`src/rtl/line_raster_stream.sv`:
```
// Streaming Bresenham line rasterizer: centre-origin segment in, LANES masked pixels per beat out.
// Optional macro CLIP_SKIP_EN: fully off-screen beats are advanced internally instead of presented.
module line_raster_stream #(
    parameter int COORD_W  = 13,
    parameter int SCREEN_W = 640,
    parameter int SCREEN_H = 480,
    parameter int ADDR_W   = 19,
    parameter int LANES    = 2,
    parameter int COLOR_W  = 4
) (
    input  logic                       clk,
    input  logic                       rst,
    input  logic                       in_valid,
    output logic                       in_ready,
    input  logic [COORD_W-1:0]         start_x,
    input  logic [COORD_W-1:0]         start_y,
    input  logic [COORD_W-1:0]         end_x,
    input  logic [COORD_W-1:0]         end_y,
    input  logic [COLOR_W-1:0]         color,
    output logic                       pix_valid,
    input  logic                       pix_ready,
    output logic [LANES-1:0]           pix_mask,
    output logic [LANES*COORD_W-1:0]   pix_x,
    output logic [LANES*COORD_W-1:0]   pix_y,
    output logic [LANES*ADDR_W-1:0]    pix_addr,
    output logic [COLOR_W-1:0]         pix_color,
    output logic                       pix_last,
    output logic                       line_done
);

    localparam int W1 = COORD_W + 1;
    localparam int CW = COORD_W + 2;
    localparam logic signed [W1-1:0] HALF_W = W1'(SCREEN_W / 2);
    localparam logic signed [W1-1:0] HALF_H = W1'(SCREEN_H / 2);
    localparam logic signed [W1-1:0] SW_S   = W1'(SCREEN_W);
    localparam logic signed [W1-1:0] SH_S   = W1'(SCREEN_H);
    localparam logic signed [W1-1:0] ONE    = W1'(1);

    typedef enum logic [1:0] {IDLE, SETUP, EMIT, DONE} state_t;
    state_t state_reg, state_next;

    logic [COORD_W-1:0]     sx_in_reg, sy_in_reg, ex_in_reg, ey_in_reg;
    logic [COLOR_W-1:0]     color_reg;
    logic                   x_major_reg, maj_neg_reg, min_neg_reg;
    logic signed [W1-1:0]   d_maj_reg, d_min_reg, maj_reg, min_reg, err_reg;
    logic [CW-1:0]          cnt_reg, idx_reg;

    // Setup arithmetic: move to screen origin (y down) and classify the major axis.
    logic signed [W1-1:0] s_x, s_y, e_x, e_y, dif_x, dif_y, abs_x, abs_y, su_maj, su_min;
    logic                 su_xmaj;

    always_comb begin
        s_x     = {sx_in_reg[COORD_W-1], sx_in_reg} + HALF_W;
        s_y     = HALF_H - {sy_in_reg[COORD_W-1], sy_in_reg};
        e_x     = {ex_in_reg[COORD_W-1], ex_in_reg} + HALF_W;
        e_y     = HALF_H - {ey_in_reg[COORD_W-1], ey_in_reg};
        dif_x   = e_x - s_x;
        dif_y   = e_y - s_y;
        abs_x   = dif_x[W1-1] ? -dif_x : dif_x;
        abs_y   = dif_y[W1-1] ? -dif_y : dif_y;
        su_xmaj = (abs_x >= abs_y);
        su_maj  = su_xmaj ? abs_x : abs_y;
        su_min  = su_xmaj ? abs_y : abs_x;
    end

    // Lane i holds the generator state of the i-th pixel of the beat; entry LANES seeds the next beat.
    logic signed [W1-1:0] ln_maj [LANES+1];
    logic signed [W1-1:0] ln_min [LANES+1];
    logic signed [W1-1:0] ln_err [LANES+1];
    logic signed [W1-1:0] ln_tmp [LANES];

    always_comb begin
        ln_maj[0] = maj_reg;
        ln_min[0] = min_reg;
        ln_err[0] = err_reg;
        for (int i = 0; i < LANES; i++) begin
            ln_maj[i+1] = maj_neg_reg ? ln_maj[i] - ONE : ln_maj[i] + ONE;
            ln_tmp[i]   = ln_err[i] - d_min_reg;
            if (ln_tmp[i][W1-1]) begin
                ln_min[i+1] = min_neg_reg ? ln_min[i] - ONE : ln_min[i] + ONE;
                ln_err[i+1] = ln_tmp[i] + d_maj_reg;
            end else begin
                ln_min[i+1] = ln_min[i];
                ln_err[i+1] = ln_tmp[i];
            end
        end
    end

    logic             active, beat_last, advance;
    logic [LANES-1:0] lane_mask;

    assign active    = (state_reg == EMIT);
    assign beat_last = ((idx_reg + CW'(LANES)) >= cnt_reg);

    genvar gi;
    generate
        for (gi = 0; gi < LANES; gi++) begin : g_lane
            logic signed [W1-1:0] lx, ly;
            logic                 in_count, on_screen;
            assign lx        = x_major_reg ? ln_maj[gi] : ln_min[gi];
            assign ly        = x_major_reg ? ln_min[gi] : ln_maj[gi];
            assign in_count  = ((idx_reg + CW'(gi)) < cnt_reg);
            assign on_screen = !lx[W1-1] && (lx < SW_S) && !ly[W1-1] && (ly < SH_S);
            assign lane_mask[gi] = active && in_count && on_screen;
            assign pix_x[gi*COORD_W +: COORD_W] = active ? lx[COORD_W-1:0] : '0;
            assign pix_y[gi*COORD_W +: COORD_W] = active ? ly[COORD_W-1:0] : '0;
            assign pix_addr[gi*ADDR_W +: ADDR_W] = lane_mask[gi]
                ? ADDR_W'($unsigned(ly)) * ADDR_W'(SCREEN_W) + ADDR_W'($unsigned(lx))
                : '0;
        end
    endgenerate

`ifdef CLIP_SKIP_EN
    assign pix_valid = active && (|lane_mask);
    assign advance   = active && (!pix_valid || pix_ready);
    assign pix_last  = pix_valid && beat_last;
`else
    assign pix_valid = active;
    assign advance   = active && pix_ready;
    assign pix_last  = active && beat_last;
`endif

    assign pix_mask  = lane_mask;
    assign pix_color = color_reg;
    assign in_ready  = (state_reg == IDLE);
    assign line_done = (state_reg == DONE);

    always_comb begin
        state_next = state_reg;
        case (state_reg)
            IDLE:    if (in_valid) state_next = SETUP;
            SETUP:   state_next = EMIT;
            EMIT:    if (advance && beat_last) state_next = DONE;
            DONE:    state_next = IDLE;
            default: state_next = IDLE;
        endcase
    end

    always_ff @(posedge clk or posedge rst) begin
        if (rst) begin
            state_reg   <= IDLE;
            sx_in_reg   <= '0;
            sy_in_reg   <= '0;
            ex_in_reg   <= '0;
            ey_in_reg   <= '0;
            color_reg   <= '0;
            x_major_reg <= 1'b0;
            maj_neg_reg <= 1'b0;
            min_neg_reg <= 1'b0;
            d_maj_reg   <= '0;
            d_min_reg   <= '0;
            maj_reg     <= '0;
            min_reg     <= '0;
            err_reg     <= '0;
            cnt_reg     <= '0;
            idx_reg     <= '0;
        end else begin
            state_reg <= state_next;
            if (state_reg == IDLE && in_valid) begin
                sx_in_reg <= start_x;
                sy_in_reg <= start_y;
                ex_in_reg <= end_x;
                ey_in_reg <= end_y;
                color_reg <= color;
            end
            if (state_reg == SETUP) begin
                x_major_reg <= su_xmaj;
                maj_neg_reg <= su_xmaj ? dif_x[W1-1] : dif_y[W1-1];
                min_neg_reg <= su_xmaj ? dif_y[W1-1] : dif_x[W1-1];
                d_maj_reg   <= su_maj;
                d_min_reg   <= su_min;
                maj_reg     <= su_xmaj ? s_x : s_y;
                min_reg     <= su_xmaj ? s_y : s_x;
                err_reg     <= su_maj >>> 1;
                cnt_reg     <= {1'b0, su_maj} + CW'(1);
                idx_reg     <= '0;
            end
            if (advance) begin
                maj_reg <= ln_maj[LANES];
                min_reg <= ln_min[LANES];
                err_reg <= ln_err[LANES];
                idx_reg <= idx_reg + CW'(LANES);
            end
        end
    end

endmodule

```
`config.mk`:
```
export PLATFORM = sky130hd
export DESIGN_NAME = line_raster_stream
export DESIGN_NICKNAME = d
export VERILOG_FILES = /design/src/rtl/line_raster_stream.sv
export SDC_FILE = /design/constraint.sdc
export NUM_CORES = 1
export LEC_CHECK = 0
export ABC_CLOCK_PERIOD_IN_PS = 8700
export BUFFER_PORTS_ARGS = -buffer_cell sky130_fd_sc_hd__buf_2
export CAP_MARGIN = 20
export CORE_ASPECT_RATIO = 1.2
export CORE_UTILIZATION = 50
export CTS_CLUSTER_SIZE = 20
export DETAILED_ROUTE_END_ITERATION = 8
export PLACE_DENSITY = 0.65
export SKIP_LAST_GASP = 1
export SLEW_MARGIN = 20
export SYNTH_ARGS = -nofsm -noshare
export SYNTH_HDL_FRONTEND = slang
export SYNTH_SLANG_ARGS = --single-unit
export TNS_END_PERCENT = 30
```
`constraint.sdc`:
```
create_clock -name clk -period 8.7 [get_ports clk]
set_input_delay 0.435 -clock clk [delete_from_list [all_inputs] [get_ports clk]]
set_output_delay 0.435 -clock clk [all_outputs]
set_load 0.1 [all_outputs]
```
==> summary.md <==
| Metric | Value |
|---|---|
| XOR/XNOR share of the synthesized area | `between 9 and 10%` |
| GPL Wtd Cong | `between 0.9 and 1` |
| Netlist cell types | `80` |
| Yosys reg bits | `160` |
| Final HPWL DP | `42,600 um` |
| Synth Area in Compound Gates | `between 20% and 30%` |
| Routed wire length | `53,000 um` |
| Crit-path max FO | `19` |
| RSZ-0062 raised after global routing | `no` |
| Vias per cell | `5.83` |
| R2R Setup Slk | `a little under 1000 ps` |
| Final hold violations | `0` |
| Max frequency | `around 130 MHz` |
| Filler cells | `roughly 3,500` |
| CTS Hold Buffers Added | `0` |
| Max_slew headroom | `37.8%` |
| Top_reg_cell synth | `dfrtp_1` |
| Worst r2r dst | `cnt_reg[11]` |
| Ports | `160` |
| Initial Utilization | `between 50% and 60%` |
| TNS Setup | `0 ps` |
| Final Cycle Share | `between 80% and 90%` |
| Worst Tran Pin Value | `between 900 and 1000 ps` |
| Max Cap Violations | `0` |
| Global-route wire length before repair | `83,200 um` |
| Max FFs per register | `15` |
| Clock Skew | `between 10 and 15 ps` |
| Clock latency on the worst-skew pair | `approximately 440 ps` |
| Register area | `approximately 0.0040 mm^2` |
| Layout Cells excl Fill | `2,860` |
| RR Startpoint | `sy_in_reg[0]` |
| Slew Viols, Final | `0` |
| CTS H-tree depth | `4` |
| Commonest non-fill, non-tap cell in the layout | `ha_1` |
| Clock buffer depth | `2` |
| Mean Syn Cell Area | `just over 8 um^2` |
| Vias in the first global route | `around 16,000` |
| Clock Tree Root | `clkbuf_16` |
| Arr. time, crit path | `roughly 8000 ps` |
| Post-synthesis simple-gate area fraction | `16.3%` |
| HP Class | `in -> async` |
| Syn nets | `2,597` |
| Detailed Route Iter0 Violations | `918` |
| Clock tree from TritonCTS | `yes` |
| Clock transition at path regs | `around 70 ps` |
| Synth Warn # | `0` |
| Initial antenna violation count | `0` |
| Drt drc | `0` |
| Crit start category | `flip-flop` |
| Chip width | `about 180 um` |
| Tot GR Track Use | `28.2%` |
| Kind of critical path | `reg -> reg` |
| Most frequent cells in the layout | `263 x ha_1, 189 x nand2_1, 182 x inv_1` |
| Multi-input gate area | `~0.014 mm^2` |
| Adder-cell share of the synthesized area | `just under 20%` |
| Inst Count DP | `~2,800` |
| Number of enable flip-flop cells after synthesis | `0` |
| DR vias | `around 17,000` |
| Port bufs | `159` |
| CTS Sinks | `160` |
| Post-route ant nets | `0` |
| Wire length per cell | `about 19 um` |
| Mux share of post-synthesis cell area | `under 10%` |
| Postcts setup bufs | `0` |
| Asr flop ratio synth | `between 90% and 100%` |
| Status | `finished clean` |
| Crit path required time | `9060 ps` |
| Largest net degree at the start of global routing | `92` |
| Diodes inserted | `0` |
| Core box area | `0.0368 mm^2` |
| Die Y | `between 200 and 250 um` |
| Cell Area, Synth | `0.0186 mm^2` |
| Final net count | `between 2,000 and 3,000` |
| CP endpoint kind | `flip-flop` |
| Final Util | `a little under three fifths` |
| Worst R2R Path Depth | `25` |
| Share of cells above drive strength 1 | `a little over an eighth` |
| Post-layout min period | `approximately 7700 ps` |
| Num CTS Buffers | `17` |
| Global route overflow | `0` |
| Final setup fails | `0` |
| Cell count after synthesis | `2,259` |
| Final hold slack | `about 130 ps` |
| # resized after CTS | `0` |
| Pre-antenna DRT Iters | `6` |
| Sequential area share after synthesis | `around 22%` |
| Main combinational cell family by area after synthesis | `compound AO/OA/AOI/OAI gates` |
| Die area | `0.0380 mm^2` |
| Num rows | `77` |
| P&R area growth vs syn | `9.93%` |
-- area by class of cell --
cell class              instances  share of cell area, %
clock buffers                  19                   2.17
clock inverters                13                  0.740
inverters                     184                   3.40
multi-input cells            1831                   66.6
flip-flops and latches        160                   19.6
well taps                     474                   2.90
repair buffers                179                   4.64
-- synthesized netlist by cell type, types with 5 or more instances --
cell         n  share of area (%)
dfrtp_1    160                 22
and3_1      16               0.54
a211o_1      5               0.24
nand2_1    191                3.9
a2111oi_0    6               0.28
a21boi_0    13               0.52
a21o_1      50                2.0
o21ai_0    166                4.5
ha_1       265                 18
inv_1      183                3.7
mux2i_1     54                2.9
a21oi_1    127                3.4
and2_1      51                1.7
a311oi_1    10               0.47
nor4_1       9               0.30
mux2_2      77                4.7
fa_1        13                1.4
nor3_1      41                1.1
nand4_1      6               0.20
nor2_1     171                3.4
or3_1       22               0.74
o211a_1      6               0.32
o211ai_1    56                2.3
clkbuf_1    67                1.4
or4_1        6               0.24
o21bai_1    25                1.0
nor2b_1     28               0.94
and4_1       5               0.24
a31oi_1     17               0.57
nor3b_1      7               0.28
buf_1       11               0.22
xnor2_1    126                5.9
o31ai_1     12               0.48
nand3_1     45                1.2
xor2_1      69                3.2
nand2b_1    17               0.57
or2_2        8               0.27
o21a_1      31                1.3
a211oi_1    21               0.85
-- worst max-delay path, stage by stage, from the launching register on --
cell and delay, ps:
dfrtp_1 430, or4_4 600, a2111oi_0 560, xor2_1 440, ha_1 320, ha_1 350, and4_1 260, a221o_1 390
a21oi_4 210, xor2_4 300, nor2_2 80, xnor2_2 170, inv_1 60, ha_1 290, nand2_1 50, o21ai_0 190
a211oi_1 110, o21bai_1 160, a21oi_1 90, o211a_1 250, nor2_4 410, mux2i_1 300, or3_1 520, or4b_4 570
or3_1 360, a31oi_1 160
-- cells by family after synthesis --
family,after synthesis
adders and majority gates,278
and+or+nand+nor,636
AOI/OAI and AO/OA,587
DFF,160
muxes,131
xor gates and xnor gates,199
buffers and inverters,268
-- per-layer routing --
metal | global-route usage [%] | wire [um]
met5 | 0 | 0
met4 | 9.28 | 1500
met3 | 2.65 | 2030
met2 | 51.0 | 26700
met1 | 34.8 | 22800
-- metrics by stage --
stage	worst slack, ps	cell area [um^2]
6_report	993	20500
5_1_grt	475	20500
4_1_cts	1070	20400
3_5_place_dp	1080	19900
3_3_place_gp	1340	19900
2_1_floorplan	1530	18600
-- worst max path at each step --
stage | end | start
after floorplan | pix_addr[32] | d_min_reg[1]
after global placement | cnt_reg[11] | sy_in_reg[0]
after detailed placement | cnt_reg[11] | sy_in_reg[0]
after CTS | cnt_reg[11] | sy_in_reg[0]
after global routing | pix_addr[37] | d_min_reg[1]
final | cnt_reg[11] | sy_in_reg[0]
Power is not shown: default switching activity piles up to over one toggle a cycle in this logic, so the estimate is an artifact.
